===== src/rtl/seq_divider.sv =====
// rtl/seq_divider.sv - multi-cycle restoring integer divider (quotient to LO, remainder to HI)
//
// One quotient bit is produced per clock. A divide takes WIDTH+3 edges from
// the accepting start edge to the cycle where done is high; a zero divisor
// finishes after a single preparation edge.
//
// Build option: define DIV_SIGNED_EN to honour signed_op (two's-complement
// divide, quotient truncated toward zero, remainder carries the dividend's
// sign). Without it every operation is unsigned and signed_op is ignored.
//
// Ports:
//   clock      in   rising-edge clock
//   clear      in   synchronous active-high reset, aborts any divide in flight
//   start      in   divide request, sampled only while idle
//   signed_op  in   1 = signed divide (DIV_SIGNED_EN builds only)
//   dividend   in   WIDTH  numerator, captured on the accepted start edge
//   divisor    in   WIDTH  denominator, captured on the accepted start edge
//   busy       out  divide in progress
//   done       out  one-cycle pulse, results valid
//   dz         out  divide-by-zero flag, valid with done, held until next start
//   quotient   out  WIDTH  result to LO
//   remainder  out  WIDTH  result to HI
//   z_out      out  2*WIDTH  {remainder, quotient}

module seq_divider #(
  parameter int WIDTH = 32,
  parameter int CNT_W = 6
) (
  input  logic               clock,
  input  logic               clear,
  input  logic               start,
  input  logic               signed_op,
  input  logic [WIDTH-1:0]   dividend,
  input  logic [WIDTH-1:0]   divisor,
  output logic               busy,
  output logic               done,
  output logic               dz,
  output logic [WIDTH-1:0]   quotient,
  output logic [WIDTH-1:0]   remainder,
  output logic [2*WIDTH-1:0] z_out
);

  typedef enum logic [2:0] {
    S_IDLE,
    S_PREP,
    S_ITER,
    S_FIX,
    S_DONE
  } state_t;

  state_t             state_q;
  // dvd_q holds the dividend magnitude and, as it shifts out, collects the
  // quotient bits in its LSBs; after WIDTH steps it is the quotient magnitude.
  logic [WIDTH-1:0]   dvd_q;
  logic [WIDTH-1:0]   dsr_q;
  logic [WIDTH-1:0]   rem_q;
  logic [CNT_W-1:0]   cnt_q;
  logic [WIDTH-1:0]   quo_out_q;
  logic [WIDTH-1:0]   rem_out_q;
  logic               busy_q;
  logic               done_q;
  logic               dz_q;

  // One restoring step: the shifted partial remainder needs WIDTH+1 bits.
  logic [WIDTH:0]     shift_d;
  logic               fits_d;
  logic [WIDTH-1:0]   trial_d;

  always_comb begin
    shift_d = {rem_q, dvd_q[WIDTH-1]};
    fits_d  = shift_d >= {1'b0, dsr_q};
    // When the subtraction is kept the true difference is below the divisor,
    // so the low WIDTH bits of the shifted value give the exact result.
    trial_d = shift_d[WIDTH-1:0] - dsr_q;
  end

  logic [WIDTH-1:0]   dvd_prep_d;
  logic [WIDTH-1:0]   dsr_prep_d;
  logic [WIDTH-1:0]   quo_fix_d;
  logic [WIDTH-1:0]   rem_fix_d;

`ifdef DIV_SIGNED_EN
  logic sgn_q;
  logic qneg_q;
  logic rneg_q;

  always_comb begin
    dvd_prep_d = (sgn_q && dvd_q[WIDTH-1]) ? -dvd_q : dvd_q;
    dsr_prep_d = (sgn_q && dsr_q[WIDTH-1]) ? -dsr_q : dsr_q;
    // MIN / -1: magnitude quotient is 2**(WIDTH-1) with no negation, which
    // reads back as MIN again -- the intended wrap.
    quo_fix_d  = qneg_q ? -dvd_q : dvd_q;
    rem_fix_d  = rneg_q ? -rem_q : rem_q;
  end
`else
  logic unused_signed_op;
  assign unused_signed_op = signed_op;

  always_comb begin
    dvd_prep_d = dvd_q;
    dsr_prep_d = dsr_q;
    quo_fix_d  = dvd_q;
    rem_fix_d  = rem_q;
  end
`endif

  always_ff @(posedge clock) begin
    if (clear) begin
      state_q   <= S_IDLE;
      dvd_q     <= '0;
      dsr_q     <= '0;
      rem_q     <= '0;
      cnt_q     <= '0;
      quo_out_q <= '0;
      rem_out_q <= '0;
      busy_q    <= 1'b0;
      done_q    <= 1'b0;
      dz_q      <= 1'b0;
`ifdef DIV_SIGNED_EN
      sgn_q     <= 1'b0;
      qneg_q    <= 1'b0;
      rneg_q    <= 1'b0;
`endif
    end else begin
      case (state_q)
        S_IDLE: begin
          done_q <= 1'b0;
          if (start) begin
            dvd_q   <= dividend;
            dsr_q   <= divisor;
            busy_q  <= 1'b1;
            dz_q    <= 1'b0;
`ifdef DIV_SIGNED_EN
            sgn_q   <= signed_op;
`endif
            state_q <= S_PREP;
          end
        end

        S_PREP: begin
          rem_q <= '0;
          cnt_q <= '0;
`ifdef DIV_SIGNED_EN
          qneg_q <= sgn_q && (dvd_q[WIDTH-1] ^ dsr_q[WIDTH-1]);
          rneg_q <= sgn_q && dvd_q[WIDTH-1];
`endif
          if (dsr_q == '0) begin
            // Raw (unsigned-view) dividend goes to HI regardless of mode.
            quo_out_q <= '1;
            rem_out_q <= dvd_q;
            dz_q      <= 1'b1;
            done_q    <= 1'b1;
            busy_q    <= 1'b0;
            state_q   <= S_DONE;
          end else begin
            dvd_q   <= dvd_prep_d;
            dsr_q   <= dsr_prep_d;
            state_q <= S_ITER;
          end
        end

        S_ITER: begin
          rem_q <= fits_d ? trial_d : shift_d[WIDTH-1:0];
          dvd_q <= {dvd_q[WIDTH-2:0], fits_d};
          cnt_q <= cnt_q + 1'b1;
          if (cnt_q == CNT_W'(WIDTH - 1)) begin
            state_q <= S_FIX;
          end
        end

        S_FIX: begin
          quo_out_q <= quo_fix_d;
          rem_out_q <= rem_fix_d;
          done_q    <= 1'b1;
          dz_q      <= 1'b0;
          busy_q    <= 1'b0;
          state_q   <= S_DONE;
        end

        S_DONE: begin
          // start seen here is deliberately dropped; it is picked up once idle.
          done_q  <= 1'b0;
          state_q <= S_IDLE;
        end

        default: begin
          state_q <= S_IDLE;
        end
      endcase
    end
  end

  assign busy      = busy_q;
  assign done      = done_q;
  assign dz        = dz_q;
  assign quotient  = quo_out_q;
  assign remainder = rem_out_q;
  assign z_out     = {rem_out_q, quo_out_q};

endmodule


===== config.mk =====
export PLATFORM = sky130hd
export DESIGN_NAME = seq_divider
export DESIGN_NICKNAME = d
export VERILOG_FILES = /design/src/rtl/seq_divider.sv
export SDC_FILE = /design/constraint.sdc
export NUM_CORES = 1
export LEC_CHECK = 0
export BUFFER_PORTS_ARGS = -buffer_cell sky130_fd_sc_hd__buf_2
export CORE_ASPECT_RATIO = 1.2
export CORE_UTILIZATION = 35
export DETAILED_ROUTE_END_ITERATION = 10
export PLACE_DENSITY = 0.61
export SLEW_MARGIN = 10
export SYNTH_ARGS = -nofsm -noshare
export SYNTH_HDL_FRONTEND = slang
export SYNTH_SLANG_ARGS = --single-unit

===== constraint.sdc =====
create_clock -name clock -period 2.6 [get_ports clock]
set_input_delay 0.52 -clock clock [delete_from_list [all_inputs] [get_ports clock]]
set_output_delay 0.52 -clock clock [all_outputs]
set_load 0.05 [all_outputs]

==> flow_summary.yaml <==
logic_synthesis:
  synthesis.area_um2: 9360
  synth-edff-count: 0
  syn-instance-count: 1212
  synth_cell_types: 62
  seq_area_frac_synth: 0.368
  yosys.area.top_type: "dfxtp_1"
  ys.flop_type: "dfxtp_1"
  synthArstFlopShare: 0
  ys_seq_elements: 172
  ys_warn_count: 0
  synthTopCellsByArea: "dfxtp_1 37%, nand2_1 9.3%, a311oi_1 6.0%"
  synth_fp_nets: 1314
  yosysTopAreaCellShare: 0.368
  synth.avg_cell_area_um2: 7.72
timing:
  whs_ns: 0.318
  rsz0062_at_grt: "yes"
  worst_pin_slew_ns: 0.678
  setup_slack_ns: -0.116
  max_slew_margin: 0.547
  fin_crit_ns: 2.72
  clock_skew_ns: 0.0119
  tns_ns: -1.45
  fin_crit_sh: 1.04
  hold_viol_final: 0
  slew_viol_final: 0
  finalSetupViolCount: 22
  clock.fmax_mhz: 368
placed_design:
  dp_hpwl_um: 20100
  gp_congestion: 0.900
  numPortBuffers: 197
  placed_cell_area_um2: 11100
grt:
  grt_max_degree: 94
  gr-total-overflow: 0
  grt_use_total: 0.205
  grt_pass1_vias: 8761
  grt_first_pass_wirelength_um: 44800
  antenna_found_initial: 0
route:
  dr.first_iter.drc_count: 487
  drcViolationCount: 0
  routedWlPerCell_um: 15.6
  vias: 9158
  antenna_left: 0
  via_per_inst: 5.08
  first_pass_iters: 5
  wl_um: 28100
run:
  drv_cap: 0
critical_path:
  crit_type: "reg -> reg"
  setup.worst_path.end_class: "flip-flop"
  ff2ff_setup_slack_ns: -0.12
  worst_setup_path_start_kind: "flip-flop"
  crit_end: "rem_fix_d[16]$_SDFFE_PP0P_"
  r2r-end: "rem_fix_d[16]$_SDFFE_PP0P_"
  crit_required_ns: 2.90
  r2r_cells: 12
  startpoint: "dsr_prep_d[2]$_SDFFE_PP0P_"
  worstReg2RegStart: "dsr_prep_d[2]$_SDFFE_PP0P_"
  crit_path_max_fanout: 6
  critPathArrivalTime_ns: 3.02
finish:
  drive_above_1_share: 0.378
  syn_to_final_growth_pct: 34.7
  fin_area_um2: 12600
  nets: 1555
  n_antenna_cell: 0
floorplan:
  die_area_um2: 27400
  die_h_um: 181
  initial_utilization: 0.356
  die_x_um: 151
  rows: 65
  io_pins: 199
  core_um2: 26300
cts:
  cts-htree-levels: 4
  clkTransAtPathRegs_ns: 0.07
  clock_latency_ns: 0.43
  numCtsBuffers: 17
  cts_root_buf: "clkbuf_16"
  ctsLongestPathBuffers: 2
  clock_sinks: 172
  cts_tree: "yes"
worst_hold_path:
  holdCritPathClass: "in -> reg"
pwr:
  power_mw: 8.29
  p_per_area_nw_per_um2: 658
  power.leakage_nw: 5.72
  vdd_drop_max_mv: 0.443
status:
  violations: "setup timing"
  status: "complete, but fails checks"
## cell usage in the layout (no fill, tap or decap), drive strengths merged, types with 10 or more instances in the layout
cell type,instances
buf,374
nand2,232
dfxtp,172
nor2,147
a21oi,75
nor3,72
a311oi,64
inv,47
ha,33
o21ai,26
a21o,19
a22oi,18
clkbuf,18
xor2,16
mux2,15
xnor2,13
nand3,13
nor4,10
## synthesized netlist by cell type, types with 6 or more instances
| cell | n |
|---|---|
| a21oi_1 | 75 |
| a31oi_1 | 7 |
| a21o_1 | 19 |
| buf_4 | 65 |
| nor2_1 | 146 |
| inv_1 | 40 |
| nand3_1 | 12 |
| a22oi_1 | 18 |
| clkbuf_1 | 59 |
| ha_1 | 33 |
| dfxtp_1 | 172 |
| xor2_1 | 16 |
| nor4_1 | 10 |
| o21ai_0 | 22 |
| xnor2_1 | 13 |
| mux2_4 | 10 |
| nand2_1 | 231 |
| nor3_1 | 72 |
| o211ai_1 | 6 |
| a311oi_1 | 64 |
| nand4_1 | 8 |
| buf_1 | 13 |
| buf_2 | 10 |
## worst min-delay path by stage
stage / startpoint / endpoint / slack (ns) / cells after the start
finish: divisor[27] / dsr_prep_d[27]$_SDFFE_PP0P_ / 0.32 / 3
global route: divisor[14] / dsr_prep_d[14]$_SDFFE_PP0P_ / 0.31 / 3
CTS: divisor[7] / dsr_prep_d[7]$_SDFFE_PP0P_ / 0.31 / 3
detailed placement: dsr_prep_d[29]$_SDFFE_PP0P_ / dsr_prep_d[29]$_SDFFE_PP0P_ / 0.48 / 2
global placement: dsr_prep_d[29]$_SDFFE_PP0P_ / dsr_prep_d[29]$_SDFFE_PP0P_ / 0.46 / 2
floorplan: dsr_prep_d[13]$_SDFFE_PP0P_ / dsr_prep_d[13]$_SDFFE_PP0P_ / 0.44 / 2
## final cells by class
cell class / count / area, um2
well taps: 335 / 419
inverters: 40 / 150
repair buffers: 374 / 2460
fillers: 2531 / 13700
multi-input cells: 848 / 5510
flip-flops and latches: 172 / 3480
clock inverters: 14 / 149
clock buffers: 18 / 439
## worst max-delay path, stage by stage, from the launching register on
cell and delay [ns]:
dfxtp_2 0.34, inv_2 0.05, ha_4 0.27, buf_6 0.10
nand4_1 0.12, or3_1 0.39, o31a_1 0.28, o2111ai_2 0.19
a31o_4 0.20, buf_16 0.15, mux2_4 0.30, a22oi_2 0.14
nor2_1 0.06
## timing repair
item,in CTS,in global routing
buffers inserted,22,3
pin swaps,44,24
setup endpoints to repair,33,33
resized for setup,123,40
gates cloned,2,0
hold buffers,0,0
## cell families (layout without fill, tap and decap cells)
kind of cell               count (synthesis)  in the layout  synth area share
AOI/OAI and AO/OA                        257            257             0.190
xor gates and xnor gates                  29             29            0.0271
adders and majority gates                 34             34            0.0463
buffers and inverters                    192            446             0.112
DFF                                      172            172             0.368
muxes                                     17             17            0.0242
and+or+nand+nor                          511            511             0.232
## through the flow
step / util / cells / setup WS [ns]
5_1_grt: 0.480 / 1801 / -0.236
4_1_cts: 0.473 / 1799 / -0.145
6_report: 0.480 / 1801 / -0.116
3_3_place_gp: 0.423 / 1746 / -0.282
3_5_place_dp: 0.423 / 1746 / -0.324
2_1_floorplan: - / 1212 / -0.117
## registers in the layout (all words and copies together), names as in the netlist
| register | flops |
|---|---|
| busy | 1 |
| done | 1 |
| remainder | 32 |
| quotient | 32 |
| dz | 1 |
| rem_fix_d | 32 |
| cnt_q | 6 |
| dsr_prep_d | 32 |
| dvd_prep_d | 32 |
| state_q | 3 |
## per-layer routing
metal | up-vias | global-route usage | wire length [um]
met5 | - | 0 | 0
met4 | 0 | 0.0560 | 435
met3 | 29 | 0.0303 | 1180
met2 | 239 | 0.345 | 13600
met1 | 4247 | 0.270 | 12900
li1 | 4643 | - | -
## power breakdown
part	internal, mW	switching [mW]	total (mW)	leakage [nW]
sequential	2.79	0.139	2.93	1.41
combinational	1.31	1.51	2.82	4.02
clock	1.31	1.23	2.54	0.286
Power figures use the tool's default switching activity.
